`config.mk`:
```
export PLATFORM = sky130hd
export DESIGN_NAME = rab_inv_walker_flat
export DESIGN_NICKNAME = d
export VERILOG_FILES = /design/src/rtl/rab_inv_walker_if.sv /design/src/rtl/rab_inv_walker.sv /design/src/flat_wrapper.sv
export SDC_FILE = /design/constraint.sdc
export NUM_CORES = 1
export LEC_CHECK = 0
export BUFFER_PORTS_ARGS = -buffer_cell sky130_fd_sc_hd__buf_2
export CAP_MARGIN = 40
export CORE_MARGIN = 2
export CORE_UTILIZATION = 50
export CTS_BUF_LIST = sky130_fd_sc_hd__clkbuf_4
export DETAILED_ROUTE_END_ITERATION = 8
export PLACE_DENSITY = 0.76
export SLEW_MARGIN = 20
export SYNTH_ARGS = -nofsm -noshare
export SYNTH_HDL_FRONTEND = slang
export SYNTH_SLANG_ARGS = --single-unit
```
`constraint.sdc`:
```
create_clock -name clk_i -period 3.2 [get_ports clk_i]
set_input_delay 0.16 -clock clk_i [delete_from_list [all_inputs] [get_ports clk_i]]
set_output_delay 0.16 -clock clk_i [all_outputs]
set_load 0.1 [all_outputs]
```
`src/rtl/rab_inv_walker_if.sv`:
```
// Request and L2-table access bundle for the RAB invalidation walker.
// The walker connects through the slave modport; the requester/table side uses master.
interface rab_inv_walker_if #(
   parameter int N_PORTS   = 2,
   parameter int N_SETS    = 32,
   parameter int N_ENTRIES = 32,
   parameter int VA_WIDTH  = 32,
   parameter int PAGE_BITS = 12
);
   localparam int VW = VA_WIDTH - PAGE_BITS;
   localparam int PW = (N_PORTS > 1) ? $clog2(N_PORTS) : 1;
   localparam int SW = (N_SETS > 1) ? $clog2(N_SETS) : 1;
   localparam int EW = (N_ENTRIES > 1) ? $clog2(N_ENTRIES) : 1;
   localparam int CW = $clog2(N_SETS * N_ENTRIES + 1);

   logic                req_valid_i;
   logic                req_ready_o;
   logic [PW-1:0]       req_port_i;
   logic                req_all_i;
   logic [VA_WIDTH-1:0] req_va_start_i;
   logic [VA_WIDTH-1:0] req_va_end_i;
   logic                busy_o;
   logic                done_o;
   logic [CW-1:0]       inv_count_o;
   logic                tbl_rd_en_o;
   logic                tbl_wr_en_o;
   logic [PW-1:0]       tbl_port_o;
   logic [SW-1:0]       tbl_set_o;
   logic [EW-1:0]       tbl_entry_o;
   logic                tbl_gnt_i;
   logic                tbl_rd_valid_i;
   logic [VW-1:0]       tbl_rd_vpn_i;

   modport slave (
      input  req_valid_i, req_port_i, req_all_i, req_va_start_i, req_va_end_i,
      input  tbl_gnt_i, tbl_rd_valid_i, tbl_rd_vpn_i,
      output req_ready_o, busy_o, done_o, inv_count_o,
      output tbl_rd_en_o, tbl_wr_en_o, tbl_port_o, tbl_set_o, tbl_entry_o
   );

   modport master (
      output req_valid_i, req_port_i, req_all_i, req_va_start_i, req_va_end_i,
      output tbl_gnt_i, tbl_rd_valid_i, tbl_rd_vpn_i,
      input  req_ready_o, busy_o, done_o, inv_count_o,
      input  tbl_rd_en_o, tbl_wr_en_o, tbl_port_o, tbl_set_o, tbl_entry_o
   );
endinterface

```
`src/rtl/rab_inv_walker.sv`:
```
// RAB L2 TLB invalidation walker: sweeps every set/entry of one port's table
// and clears the valid bit of entries whose VPN is in range (or all, on flush).
module rab_inv_walker #(
   parameter int N_PORTS   = 2,
   parameter int N_SETS    = 32,
   parameter int N_ENTRIES = 32,
   parameter int VA_WIDTH  = 32,
   parameter int PAGE_BITS = 12
) (
   input  logic            clk_i,
   input  logic            rst_ni,
   rab_inv_walker_if.slave bus
);
   localparam int VW = VA_WIDTH - PAGE_BITS;
   localparam int PW = (N_PORTS > 1) ? $clog2(N_PORTS) : 1;
   localparam int SW = (N_SETS > 1) ? $clog2(N_SETS) : 1;
   localparam int EW = (N_ENTRIES > 1) ? $clog2(N_ENTRIES) : 1;
   localparam int CW = $clog2(N_SETS * N_ENTRIES + 1);

   localparam logic [SW-1:0] LAST_SET   = SW'(N_SETS - 1);
   localparam logic [EW-1:0] LAST_ENTRY = EW'(N_ENTRIES - 1);

   localparam logic [2:0] S_IDLE  = 3'd0;
   localparam logic [2:0] S_READ  = 3'd1;
   localparam logic [2:0] S_CHECK = 3'd2;
   localparam logic [2:0] S_CLEAR = 3'd3;
   localparam logic [2:0] S_DONE  = 3'd4;

   logic [2:0]    r_state;
   logic [PW-1:0] r_port;
   logic          r_all;
   logic [VW-1:0] r_start_vpn;
   logic [VW-1:0] r_end_vpn;
   logic [SW-1:0] r_set;
   logic [EW-1:0] r_entry;
   logic [CW-1:0] r_count;

   logic [VW-1:0] w_req_start_vpn;
   logic [VW-1:0] w_req_end_vpn;
   logic          w_accept;
   logic          w_empty;
   logic          w_in_range;
   logic          w_hit;
   logic [SW-1:0] w_next_set;
   logic [EW-1:0] w_next_entry;
   logic [2:0]    w_adv_state;
   logic          w_unused_offsets;

   assign w_req_start_vpn = bus.req_va_start_i[VA_WIDTH-1:PAGE_BITS];
   assign w_req_end_vpn   = bus.req_va_end_i[VA_WIDTH-1:PAGE_BITS];
   assign w_unused_offsets = ^{bus.req_va_start_i[PAGE_BITS-1:0], bus.req_va_end_i[PAGE_BITS-1:0]};

   assign w_accept   = bus.req_valid_i & (r_state == S_IDLE);
   assign w_empty    = !bus.req_all_i && (w_req_start_vpn > w_req_end_vpn);
   assign w_in_range = (bus.tbl_rd_vpn_i >= r_start_vpn) && (bus.tbl_rd_vpn_i <= r_end_vpn);
   assign w_hit      = bus.tbl_rd_valid_i & (r_all | w_in_range);

   // Address step shared by the no-hit CHECK path and a granted CLEAR.
   // NOTE: every always_comb output gets a default first so no path leaves it unassigned (no latch).
   always_comb begin
      w_next_entry = r_entry + 1'b1;
      w_next_set   = r_set;
      w_adv_state  = S_READ;
      if (r_entry == LAST_ENTRY) begin
         w_next_entry = '0;
         if (r_set == LAST_SET) begin
            w_next_set  = '0;
            w_adv_state = S_DONE;
         end else begin
            w_next_set = r_set + 1'b1;
         end
      end
   end

   // NOTE: sequential state uses non-blocking assignments so every register samples pre-edge values.
   always_ff @(posedge clk_i or negedge rst_ni) begin
      if (!rst_ni) begin
         r_state     <= S_IDLE;
         r_port      <= '0;
         r_all       <= 1'b0;
         r_start_vpn <= '0;
         r_end_vpn   <= '0;
         r_set       <= '0;
         r_entry     <= '0;
         r_count     <= '0;
      end else begin
         case (r_state)
            S_IDLE: begin
               if (w_accept) begin
                  r_port      <= bus.req_port_i;
                  r_all       <= bus.req_all_i;
                  r_start_vpn <= w_req_start_vpn;
                  r_end_vpn   <= w_req_end_vpn;
                  r_set       <= '0;
                  r_entry     <= '0;
                  r_count     <= '0;
                  r_state     <= w_empty ? S_DONE : S_READ;
               end
            end
            S_READ: begin
               if (bus.tbl_gnt_i) r_state <= S_CHECK;
            end
            S_CHECK: begin
               if (w_hit) begin
                  r_state <= S_CLEAR;
               end else begin
                  r_set   <= w_next_set;
                  r_entry <= w_next_entry;
                  r_state <= w_adv_state;
               end
            end
            S_CLEAR: begin
               if (bus.tbl_gnt_i) begin
                  r_count <= r_count + 1'b1;
                  r_set   <= w_next_set;
                  r_entry <= w_next_entry;
                  r_state <= w_adv_state;
               end
            end
            S_DONE:  r_state <= S_IDLE;
            default: r_state <= S_IDLE;
         endcase
      end
   end

   // Strobes decode straight from state so an async reset drops them at once.
   assign bus.req_ready_o = (r_state == S_IDLE);
   assign bus.busy_o      = (r_state == S_READ) || (r_state == S_CHECK) || (r_state == S_CLEAR);
   assign bus.done_o      = (r_state == S_DONE);
   assign bus.tbl_rd_en_o = (r_state == S_READ);
   assign bus.tbl_wr_en_o = (r_state == S_CLEAR);
   assign bus.inv_count_o = r_count;
   assign bus.tbl_port_o  = r_port;
   assign bus.tbl_set_o   = r_set;
   assign bus.tbl_entry_o = r_entry;
endmodule

```
`src/flat_wrapper.sv`:
```
// flat-port wrapper written by rule: the top's interface ports become plain ports
module rab_inv_walker_flat 
#(
   parameter int N_PORTS   = 2,
   parameter int N_SETS    = 32,
   parameter int N_ENTRIES = 32,
   parameter int VA_WIDTH  = 32,
   parameter int PAGE_BITS = 12
)
  (clk_i, rst_ni, bus_req_valid_i, bus_req_port_i, bus_req_all_i, bus_req_va_start_i, bus_req_va_end_i, bus_tbl_gnt_i, bus_tbl_rd_valid_i, bus_tbl_rd_vpn_i, bus_req_ready_o, bus_busy_o, bus_done_o, bus_inv_count_o, bus_tbl_rd_en_o, bus_tbl_wr_en_o, bus_tbl_port_o, bus_tbl_set_o, bus_tbl_entry_o);
  rab_inv_walker_if #(.N_PORTS(N_PORTS), .N_SETS(N_SETS), .N_ENTRIES(N_ENTRIES), .VA_WIDTH(VA_WIDTH), .PAGE_BITS(PAGE_BITS)) bus_i ();
  input  logic clk_i;
  input  logic rst_ni;
  input wire logic [$bits(bus_i.req_valid_i)-1:0] bus_req_valid_i;
  input wire logic [$bits(bus_i.req_port_i)-1:0] bus_req_port_i;
  input wire logic [$bits(bus_i.req_all_i)-1:0] bus_req_all_i;
  input wire logic [$bits(bus_i.req_va_start_i)-1:0] bus_req_va_start_i;
  input wire logic [$bits(bus_i.req_va_end_i)-1:0] bus_req_va_end_i;
  input wire logic [$bits(bus_i.tbl_gnt_i)-1:0] bus_tbl_gnt_i;
  input wire logic [$bits(bus_i.tbl_rd_valid_i)-1:0] bus_tbl_rd_valid_i;
  input wire logic [$bits(bus_i.tbl_rd_vpn_i)-1:0] bus_tbl_rd_vpn_i;
  output wire logic [$bits(bus_i.req_ready_o)-1:0] bus_req_ready_o;
  output wire logic [$bits(bus_i.busy_o)-1:0] bus_busy_o;
  output wire logic [$bits(bus_i.done_o)-1:0] bus_done_o;
  output wire logic [$bits(bus_i.inv_count_o)-1:0] bus_inv_count_o;
  output wire logic [$bits(bus_i.tbl_rd_en_o)-1:0] bus_tbl_rd_en_o;
  output wire logic [$bits(bus_i.tbl_wr_en_o)-1:0] bus_tbl_wr_en_o;
  output wire logic [$bits(bus_i.tbl_port_o)-1:0] bus_tbl_port_o;
  output wire logic [$bits(bus_i.tbl_set_o)-1:0] bus_tbl_set_o;
  output wire logic [$bits(bus_i.tbl_entry_o)-1:0] bus_tbl_entry_o;
  assign bus_i.req_valid_i = bus_req_valid_i;
  assign bus_i.req_port_i = bus_req_port_i;
  assign bus_i.req_all_i = bus_req_all_i;
  assign bus_i.req_va_start_i = bus_req_va_start_i;
  assign bus_i.req_va_end_i = bus_req_va_end_i;
  assign bus_i.tbl_gnt_i = bus_tbl_gnt_i;
  assign bus_i.tbl_rd_valid_i = bus_tbl_rd_valid_i;
  assign bus_i.tbl_rd_vpn_i = bus_tbl_rd_vpn_i;
  assign bus_req_ready_o = bus_i.req_ready_o;
  assign bus_busy_o = bus_i.busy_o;
  assign bus_done_o = bus_i.done_o;
  assign bus_inv_count_o = bus_i.inv_count_o;
  assign bus_tbl_rd_en_o = bus_i.tbl_rd_en_o;
  assign bus_tbl_wr_en_o = bus_i.tbl_wr_en_o;
  assign bus_tbl_port_o = bus_i.tbl_port_o;
  assign bus_tbl_set_o = bus_i.tbl_set_o;
  assign bus_tbl_entry_o = bus_i.tbl_entry_o;
  rab_inv_walker #(.N_PORTS(N_PORTS), .N_SETS(N_SETS), .N_ENTRIES(N_ENTRIES), .VA_WIDTH(VA_WIDTH), .PAGE_BITS(PAGE_BITS)) u_core (.clk_i(clk_i), .rst_ni(rst_ni), .bus(bus_i));
endmodule
```
==> flow_summary.ini <==
[outcome]
status = finished, final reports clean

[critical_path]
worstSetupStartpointType = flop
crit_type = reg -> reg
end_kind = flop
worstPathMaxFanout = 7
critPathRequiredTime_ns = 3.51
rrSetupSlack_ns = 0.51
arrival_ns = 3.00

[run]
max_cap_violations = 0

[yosys]
syn_nets = 654
async_flop_share_pct = 100.0
synth_warnings = 0
synthesis.area_mm2 = 0.004425
synth_edf_count = 0
synth_ff_type = dfrtp_1
ys_types = 54
ys_seq_area_share_pct = 37.32
netlist_instances = 498
ys_ff_latch = 66
syn_area_per_cell_um2 = 8.887

[finish]
final_layout_size_suffix_gt1_share_pct = 19.87
design_area_mm2 = 0.005622
fill_cells = 733
syn2layout_area_growth_pct = 27.03
diodes = 0
fin_nets = 790

[route]
wire_per_inst_um = 14.31
via_count = 4023
firstDrtPassIters = 5
wl_mm = 10.69
drtIter0Drc = 154
viasPerCell = 5.386
antenna_left = 0
drc_errors = 0

[floorplan]
num_io_pins = 118
die_height_um = 98.08
initial_core_util_pct = 51.25
rows = 34
coreArea_mm2 = 0.008636
die_w_um = 98.08
die_area_mm2 = 0.009620

[sta]
rsz0062_at_grt = no
worstMarginPinSlew_ns = 0.6363
slew_headroom_pct = 57.13
fin_crit_ns = 2.691
finalSetupTns_ns = 0
finClkSkew_ns = 0.01932
finalCritPeriodShare_pct = 84.09
maxSlewViolCount = 0
finalSetupViolations = 0
final_hold_viol_count = 0
timing.fmax_ghz = 0.3716

[placed_design]
port-buffer-count = 93
postPlaceCellArea_mm2 = 0.005020
gp_congestion = 0.8347
dp_hpwl_mm = 8.184

[power]
swShare_pct = 45.74
p_clk_share_pct = 17.1
vdd_ir_drop_max_v = 0.0005096
combPwrFrac_pct = 50.4
pwr-share-seq_pct = 32.5
leakage_uw = 0.002867
switchingPower_uw = 1775
power_density_mw_per_mm2 = 690.5
intPower_uw = 2106

[worst_hold_path]
hold_class = in -> reg

[cts]
post_cts_buffers = 0
cts_num_sinks = 66
cts_buffer_depth = 2
cts_max_level = 3
numCtsBuffers = 9
ctsHoldBuffers = 43
cts_root_buf = clkbuf_4
cts_tree = built
cts.repair.resized = 0
clk_latency_ns = 0.43
clkTransAtPathRegs_ns = 0.13

[grt]
track_usage_pct = 23.60
first_global_vias = 4095
gr-total-overflow = 0
grt_max_degree = 42
grt_pass1_wl_mm = 18.42
antenna_found_initial = 0
critical path, stage by stage (launching register included):
cell       delay [ns]
dfrtp_1          0.39
inv_1            0.07
ha_1             0.26
a21oi_2          0.14
o21ai_1          0.08
a221o_1          0.40
a2111oi_4        0.48
o2111ai_4        0.24
nand2_4          0.17
mux2_1           0.33
synthesized netlist by cell type, types with 3 or more instances:
cell type,n,area share (%)
ha_1,65,18
and3_1,7,0.99
nor3_1,6,0.68
mux2_2,4,1.0
a211oi_1,5,0.85
xor2_1,6,1.2
nand3_1,12,1.4
nand2b_1,3,0.42
inv_1,68,5.8
o21ai_0,52,5.9
o2bb2ai_1,5,0.99
dfrtp_1,66,37
a21oi_1,25,2.8
and2_1,3,0.42
or3_1,4,0.57
a21o_1,3,0.51
clkbuf_1,14,1.2
nor2_1,19,1.6
a31oi_1,6,0.85
o211ai_1,6,1.0
nor2b_1,6,0.85
and4_1,5,0.99
nand4_1,6,0.85
nand2_1,65,5.5
final cells by class:
type | count | area [um^2] | area share [%]
flip-flops and latches | 66 | 1652 | 29.38
multi-input cells | 348 | 2457 | 43.71
inverters | 68 | 255.2 | 4.540
repair buffers | 141 | 955.9 | 17.00
clock buffers | 10 | 75.07 | 1.335
clock inverters | 6 | 91.34 | 1.625
well taps | 108 | 135.1 | 2.404
layout by cell type (no fill, tap or decap), types with 6 or more instances in the layout:
| cell type | count |
|---|---|
| dfrtp_1 | 66 |
| a21oi_1 | 25 |
| nand4_1 | 6 |
| o211ai_1 | 6 |
| buf_2 | 93 |
| nand3_1 | 12 |
| nand2_1 | 65 |
| dlygate4sd3_1 | 43 |
| a31oi_1 | 6 |
| and3_1 | 7 |
| clkbuf_4 | 10 |
| nor2b_1 | 6 |
| ha_1 | 65 |
| xor2_1 | 6 |
| nor3_1 | 6 |
| o21ai_0 | 52 |
| nor2_1 | 19 |
| inv_1 | 68 |
final timing paths:
kind | startpoint | to | cells after the start
setup / recovery | u_core.r_end_vpn[7]$_DFFE_PN0P_ | u_core.bus.tbl_entry_o[0]$_DFFE_PN0P_ | 9
hold / removal | bus_req_valid_i | u_core.r_state[0]$_DFFE_PN0P_ | 3
setup reg to reg | u_core.r_end_vpn[7]$_DFFE_PN0P_ | u_core.bus.tbl_entry_o[0]$_DFFE_PN0P_ | 9
hold reg to reg | u_core.bus.tbl_port_o$_DFFE_PN0P_ | u_core.bus.tbl_port_o$_DFFE_PN0P_ | 1
max in group asynchronous | rst_ni | u_core.r_start_vpn[14]$_DFFE_PN0P_ | 4
min in group asynchronous | rst_ni | u_core.r_end_vpn[1]$_DFFE_PN0P_ | 3
power by group through the flow:
stage	Sequential, uW	Clock, uW	Combinational (uW)
after floorplan	1420	0	1290
final	1260	665	1960
after CTS	1260	675	1950
after global routing	1300	705	2210
after detailed placement	1280	0	1900
after global placement	1270	0	1810
through the flow:
stage	total power (uW)	instances	utilization, %	hold WS [ns]	worst slack [ns]
2_1_floorplan	2718	498	-	-0.1356	0.09801
5_1_grt	4212	747	65.10	0.1312	0.3615
4_1_cts	3883	746	65.04	0.09137	0.5018
3_3_place_gp	3083	686	57.90	0.3807	0.5852
3_5_place_dp	3175	687	58.13	0.1796	0.5503
6_report	3882	747	65.10	0.1028	0.5092
cells by family after synthesis:
| group | Yosys count | synth area share [%] |
|---|---|---|
| XOR/XNOR | 6 | 1.187 |
| AO/OA/AOI/OAI | 125 | 18.07 |
| buffers and inverters | 84 | 7.181 |
| AND/OR/NAND/NOR | 145 | 16.14 |
| multiplexers | 7 | 1.725 |
| adder cells (fa/ha/maj) | 65 | 18.38 |
| flip-flops | 66 | 37.32 |
sequential cells by signal, summed over array words and instances, names as in the netlist:
| signal | flops |
|---|---|
| u_core.bus.tbl_port_o | 1 |
| u_core.bus.inv_count_o | 11 |
| u_core.r_all | 1 |
| u_core.r_end_vpn | 20 |
| u_core.r_start_vpn | 20 |
| u_core.bus.tbl_set_o | 5 |
| u_core.r_state | 3 |
| u_core.bus.tbl_entry_o | 5 |
routing by layer:
layer	GRT usage, %	part of all wire (%)	up-vias
li1	-	-	2011
met1	31.11	46	1905
met2	39.41	48	88
met3	3.221	4.0	19
met4	9.402	2.2	0
met5	0	0	-
Note: power is estimated with default switching activity, not from simulation.
